### config.mk
export PLATFORM = sky130hd
export DESIGN_NAME = keypad_debounce
export DESIGN_NICKNAME = d
export VERILOG_FILES = /design/src/rtl/keypad_debounce.sv
export SDC_FILE = /design/constraint.sdc
export NUM_CORES = 1
export LEC_CHECK = 0
export ABC_AREA = 1
export CORE_UTILIZATION = 35
export CTS_BUF_LIST = sky130_fd_sc_hd__clkbuf_4
export CTS_CLUSTER_SIZE = 20
export DETAILED_ROUTE_END_ITERATION = 16
export GPL_TIMING_DRIVEN = 0
export PLACE_DENSITY_LB_ADDON = 0.3
export SYNTH_ARGS = -nofsm -noshare
export SYNTH_HDL_FRONTEND = slang
export SYNTH_SLANG_ARGS = --single-unit
### constraint.sdc
create_clock -name clk -period 2.48 [get_ports clk]
set_clock_uncertainty 0.2 [all_clocks]
set_input_delay 0.248 -clock clk [delete_from_list [all_inputs] [get_ports clk]]
set_output_delay 0.248 -clock clk [all_outputs]
set_load 0.05 [all_outputs]
### src/rtl/keypad_debounce.sv
// Watch keypad front-end: 2-flop synchroniser, press/release debounce, chord
// rejection and optional auto-repeat, producing a one-cycle digit strobe.
module keypad_debounce #(
   parameter int DEBOUNCE_CYC  = 20,
   parameter int REPEAT_DELAY  = 500,
   parameter int REPEAT_PERIOD = 100
) (
   input  logic       clk,
   input  logic       rst,
   input  logic [9:0] keypad,
   input  logic       repeat_en,
   output logic       key_valid,
   output logic [3:0] key_code,
   output logic       key_held,
   output logic       key_error
);

   localparam int MAX_P = (DEBOUNCE_CYC > REPEAT_DELAY)
                        ? ((DEBOUNCE_CYC > REPEAT_PERIOD) ? DEBOUNCE_CYC : REPEAT_PERIOD)
                        : ((REPEAT_DELAY > REPEAT_PERIOD) ? REPEAT_DELAY : REPEAT_PERIOD);
   localparam int CNT_W = $clog2(MAX_P) + 1;

   localparam logic [CNT_W-1:0] DEB_LAST = CNT_W'(DEBOUNCE_CYC - 1);
   localparam logic [CNT_W-1:0] DLY_LAST = CNT_W'(REPEAT_DELAY - 1);
   localparam logic [CNT_W-1:0] PER_LAST = CNT_W'(REPEAT_PERIOD - 1);

   typedef enum logic [1:0] {
      IDLE      = 2'd0,
      PRESS_DEB = 2'd1,
      PRESSED   = 2'd2,
      REL_DEB   = 2'd3
   } state_t;

   state_t           state_q, state_d;
   logic [9:0]       sync1_q, ksync_q;
   logic [9:0]       cand_q, cand_d;
   logic [CNT_W-1:0] cnt_q, cnt_d;
   logic [CNT_W-1:0] rpt_cnt_q, rpt_cnt_d;
   logic             rpt_first_q, rpt_first_d;
   logic             valid_key_q, valid_key_d;
   logic             key_valid_q, key_valid_d;
   logic [3:0]       key_code_q, key_code_d;
   logic             key_held_q, key_held_d;
   logic             key_error_q, key_error_d;

   function automatic logic is_onehot(input logic [9:0] v);
      return (v != 10'd0) && ((v & (v - 10'd1)) == 10'd0);
   endfunction

   function automatic logic [3:0] onehot_idx(input logic [9:0] v);
      logic [3:0] idx;
      idx = 4'd0;
      for (int i = 0; i < 10; i++) begin
         if (v[i]) idx = 4'(i);
      end
      return idx;
   endfunction

   always_ff @(posedge clk or posedge rst) begin
      if (rst) begin
         sync1_q     <= '0;
         ksync_q     <= '0;
         state_q     <= IDLE;
         cand_q      <= '0;
         cnt_q       <= '0;
         rpt_cnt_q   <= '0;
         rpt_first_q <= 1'b0;
         valid_key_q <= 1'b0;
         key_valid_q <= 1'b0;
         key_code_q  <= '0;
         key_held_q  <= 1'b0;
         key_error_q <= 1'b0;
      end else begin
         sync1_q     <= keypad;
         ksync_q     <= sync1_q;
         state_q     <= state_d;
         cand_q      <= cand_d;
         cnt_q       <= cnt_d;
         rpt_cnt_q   <= rpt_cnt_d;
         rpt_first_q <= rpt_first_d;
         valid_key_q <= valid_key_d;
         key_valid_q <= key_valid_d;
         key_code_q  <= key_code_d;
         key_held_q  <= key_held_d;
         key_error_q <= key_error_d;
      end
   end

   always_comb begin
      state_d     = state_q;
      cand_d      = cand_q;
      cnt_d       = cnt_q;
      rpt_cnt_d   = rpt_cnt_q;
      rpt_first_d = rpt_first_q;
      valid_key_d = valid_key_q;
      key_valid_d = 1'b0;
      key_error_d = 1'b0;
      key_code_d  = key_code_q;

      unique case (state_q)
         IDLE: begin
            if (ksync_q != 10'd0) begin
               cand_d  = ksync_q;
               cnt_d   = '0;
               state_d = PRESS_DEB;
            end
         end
         PRESS_DEB: begin
            if (ksync_q != cand_q) begin
               state_d = IDLE;
            end else if (cnt_q == DEB_LAST) begin
               state_d     = PRESSED;
               rpt_cnt_d   = '0;
               rpt_first_d = 1'b0;
               if (is_onehot(cand_q)) begin
                  key_valid_d = 1'b1;
                  key_code_d  = onehot_idx(cand_q);
                  valid_key_d = 1'b1;
               end else begin
                  key_error_d = 1'b1;
                  valid_key_d = 1'b0;
               end
            end else begin
               cnt_d = cnt_q + 1'b1;
            end
         end
         PRESSED: begin
            // A different nonzero pattern is deliberately ignored until release.
            if (ksync_q == 10'd0) begin
               cnt_d   = '0;
               state_d = REL_DEB;
            end else if (!repeat_en || !valid_key_q) begin
               rpt_cnt_d = '0;
            end else if (rpt_cnt_q == (rpt_first_q ? PER_LAST : DLY_LAST)) begin
               key_valid_d = 1'b1;
               rpt_cnt_d   = '0;
               rpt_first_d = 1'b1;
            end else begin
               rpt_cnt_d = rpt_cnt_q + 1'b1;
            end
         end
         REL_DEB: begin
            if (ksync_q != 10'd0) begin
               state_d     = PRESSED;
               rpt_cnt_d   = '0;
               rpt_first_d = 1'b0;
            end else if (cnt_q == DEB_LAST) begin
               state_d = IDLE;
            end else begin
               cnt_d = cnt_q + 1'b1;
            end
         end
         default: state_d = IDLE;
      endcase

      key_held_d = valid_key_d && ((state_d == PRESSED) || (state_d == REL_DEB));
   end

   assign key_valid = key_valid_q;
   assign key_code  = key_code_q;
   assign key_held  = key_held_q;
   assign key_error = key_error_q;

endmodule

==> impl_metrics.json <==
{
  "drc": 0,
  "path_clk_slew_ns": 0.10,
  "cts_setup_buffers": 0,
  "grt_pass1_vias": 2863,
  "finalCritPeriodShare": 0.877,
  "final-hold-violation-count": 0,
  "rsz0062_at_grt": "no",
  "ff2ff_path_depth": 9,
  "avgSynthCellArea_um2": 7.54,
  "whs_path_depth": 1,
  "start_util": 0.359,
  "fp-row-count": 36,
  "cts_buffers": 9,
  "p_leak_nw": 1.96,
  "final_cell_mix": "nand2_1 (152), dfrtp_1 (61), nor2_1 (50)",
  "grt_pass1_wl_mm": 12.9,
  "synth.distinct_cells": 36,
  "cp_max_fo": 10,
  "end_kind": "flip-flop",
  "setup_viol": 0,
  "fin_nets": 515,
  "die_y_um": 102,
  "hpwl_mm": 5.36,
  "antenna_found_initial": 0,
  "worstSetupStartpointType": "flip-flop",
  "timing.fmax_ghz": 0.460,
  "tightest_slew_ns": 0.495,
  "path_cells": "inv_1 > ha_1 > buf_6 > nor2_2 > nor2_1 > nor3_2 > nand2_2 > nand2_1 > nand2_1",
  "clock-sinks": 61,
  "path_depth": 9,
  "grt_max_degree": 42,
  "tns_ns": 0,
  "routed_wl_mm": 7.30,
  "dr.first_iter.drc_count": 132,
  "synth_nets": 484,
  "status": "completed",
  "fillCellCount": 999,
  "antenna_left": 0,
  "slew_violations": 0,
  "post-route-util": 0.415,
  "seq_area_frac_synth": 0.436,
  "cpLargestDelayFamily": "simple AND/OR/NAND/NOR gates",
  "grt_use_total": 0.161,
  "drv_cap": 0,
  "wl_per_cell_um": 11.5,
  "drive_gt1_frac": 0.106,
  "cts_tree": "done",
  "critPathBufInv": 2,
  "vias_per_cell": 4.68,
  "vias": 2968,
  "cts_resized": 0,
  "grt_overflow": 0,
  "finalWeightedCongestion": 0.897,
  "yosysWarnings": 0,
  "clock-root-buffer": "clkbuf_4",
  "clock_path_buffers": 2,
  "first_pass_iters": 4,
  "cp_slowest_stage_delay_ns": 0.42,
  "layout_setup_ws_ns": 0.305,
  "peakVddDrop_mv": 0.271,
  "cellPowerDensity_nw_per_um2": 913,
  "cp.arrival_ns": 2.27,
  "synth_cells": 464,
  "die_x_um": 102,
  "clk_latency_ns": 0.40,
  "place_ws_ns": 0.235,
  "cp_common_cell": "nand2_1",
  "io_buffer_count": 19,
  "dieArea_um2": 10400,
  "area_delta_synth_final_pct": 15.5,
  "hp-class": "in -> reg",
  "cp.required_ns": 2.58,
  "crit_slowest_cell": "dfrtp_1",
  "core_um2": 9730,
  "synth-seq-cells": 61,
  "io_pins": 20,
  "finalCriticalPeriod_ns": 2.17,
  "worstSetupPathType": "reg -> reg",
  "final_common_cell": "nand2_1",
  "h-tree-depth": 3,
  "synthesis.area_um2": 3500,
  "relSlewSlack": 0.669
}
[registers in the layout, summed over array words and instances, names as in the netlist, 2 cells and up]
signal and flops:
cand_q 10, sync1_q 10, ksync_q 10, state_q 2, key_code 4, cnt_q 10
rpt_cnt_q 10
[what timing repair did]
item	4_1_cts	5_1_grt
hold endpoints to repair	20	0
hold buffers	1	0
setup endpoints to repair	0	2
[report_power, final]
part           total (mW)  leakage, nW  internal (mW)  switching (mW)
registers            1.33        0.781           1.13           0.202
logic                1.58         1.10          0.538            1.04
clock network       0.775       0.0833          0.403           0.371
total                3.69         1.96           2.07            1.62
[final timing paths]
| path | to | startpoint | slack [ns] |
|---|---|---|---|
| max | cnt_q[6] | state_q[1] | 0.31 |
| min | sync1_q[8] | keypad[8] | 0.08 |
| max reg2reg | cnt_q[6] | state_q[1] | 0.31 |
| min reg2reg | ksync_q[2] | sync1_q[2] | 0.15 |
| max in group asynchronous | rpt_cnt_q[2] | rst | 0.99 |
| min in group asynchronous | cand_q[0] | rst | 0.51 |
[layer usage]
layer,part of all wire,global-route usage,routed length (µm)
met5,0,0,0
met4,0.015,0.0747,113
met3,0.033,0.0328,239
met2,0.46,0.255,3360
met1,0.49,0.211,3590
[cell usage after synthesis, drive strengths merged]
| cell type | number | area [µm²] |
|---|---|---|
| nand2 | 159 | 652 |
| nand3b | 2 | 15.0 |
| nand3 | 39 | 200 |
| nor2 | 62 | 292 |
| buf | 4 | 43.8 |
| xor2 | 5 | 43.8 |
| a21oi | 13 | 76.3 |
| nand4 | 15 | 100 |
| nor3 | 11 | 60.1 |
| clkbuf | 1 | 3.75 |
| nor3b | 1 | 7.51 |
| inv | 52 | 195 |
| o21ai | 23 | 119 |
| mux2 | 1 | 11.3 |
| ha | 7 | 87.6 |
| clkinv | 2 | 12.5 |
| xnor2 | 5 | 43.8 |
| o21bai | 1 | 7.51 |
| dfrtp | 61 | 1530 |
[worst reg2reg max path, delay by kind of cell, from the launching register on]
kind / cells / cell delay (ns)
buffers and inverters: 2 / 0.26
and+or+nand+nor: 6 / 0.99
DFF: 1 / 0.42
adders and majority gates: 1 / 0.20
[per-stage QoR]
| step | power, mW | cell area [µm²] | instances | hold WS (ns) |
|---|---|---|---|---|
| 3_5_place_dp | 2.94 | 3870 | 617 | 0.135 |
| 6_report | 3.69 | 4040 | 634 | 0.0802 |
| 4_1_cts | 3.74 | 4040 | 634 | 0.0449 |
| 3_3_place_gp | 2.91 | 3850 | 616 | 0.134 |
| 5_1_grt | 4.01 | 4040 | 633 | 0.0335 |
| 2_1_floorplan | 2.56 | 3500 | 464 | 0.0794 |
[cell families (layout without fill, tap and decap cells)]
kind of cell | after synthesis | after routing | share of synthesized area
XOR/XNOR | 10 | 10 | 0.0250
AND/OR/NAND/NOR | 289 | 289 | 0.379
multiplexers | 1 | 1 | 0.00322
flip-flops | 61 | 61 | 0.436
AO/OA/AOI/OAI | 37 | 37 | 0.0580
buffers and inverters | 59 | 95 | 0.0730
adder cells (fa/ha/maj) | 7 | 7 | 0.0250
other | 0 | 1 | 0
[final cells by class]
type                            count  area, µm²  share of cell area
Clock buffer                        9       67.6              0.0167
Sequential cell                    61       1530               0.378
Timing Repair Buffer               21        220              0.0545
Clock inverter                      7       90.1              0.0223
Multi-Input combinational cell    344       1720               0.425
Tap cell                          133        166              0.0412
Inverter                           54        208              0.0514
Buffer                              4       43.8              0.0108
Antenna cell                        1       2.50            0.000619
(Power assumes the default switching activity.)
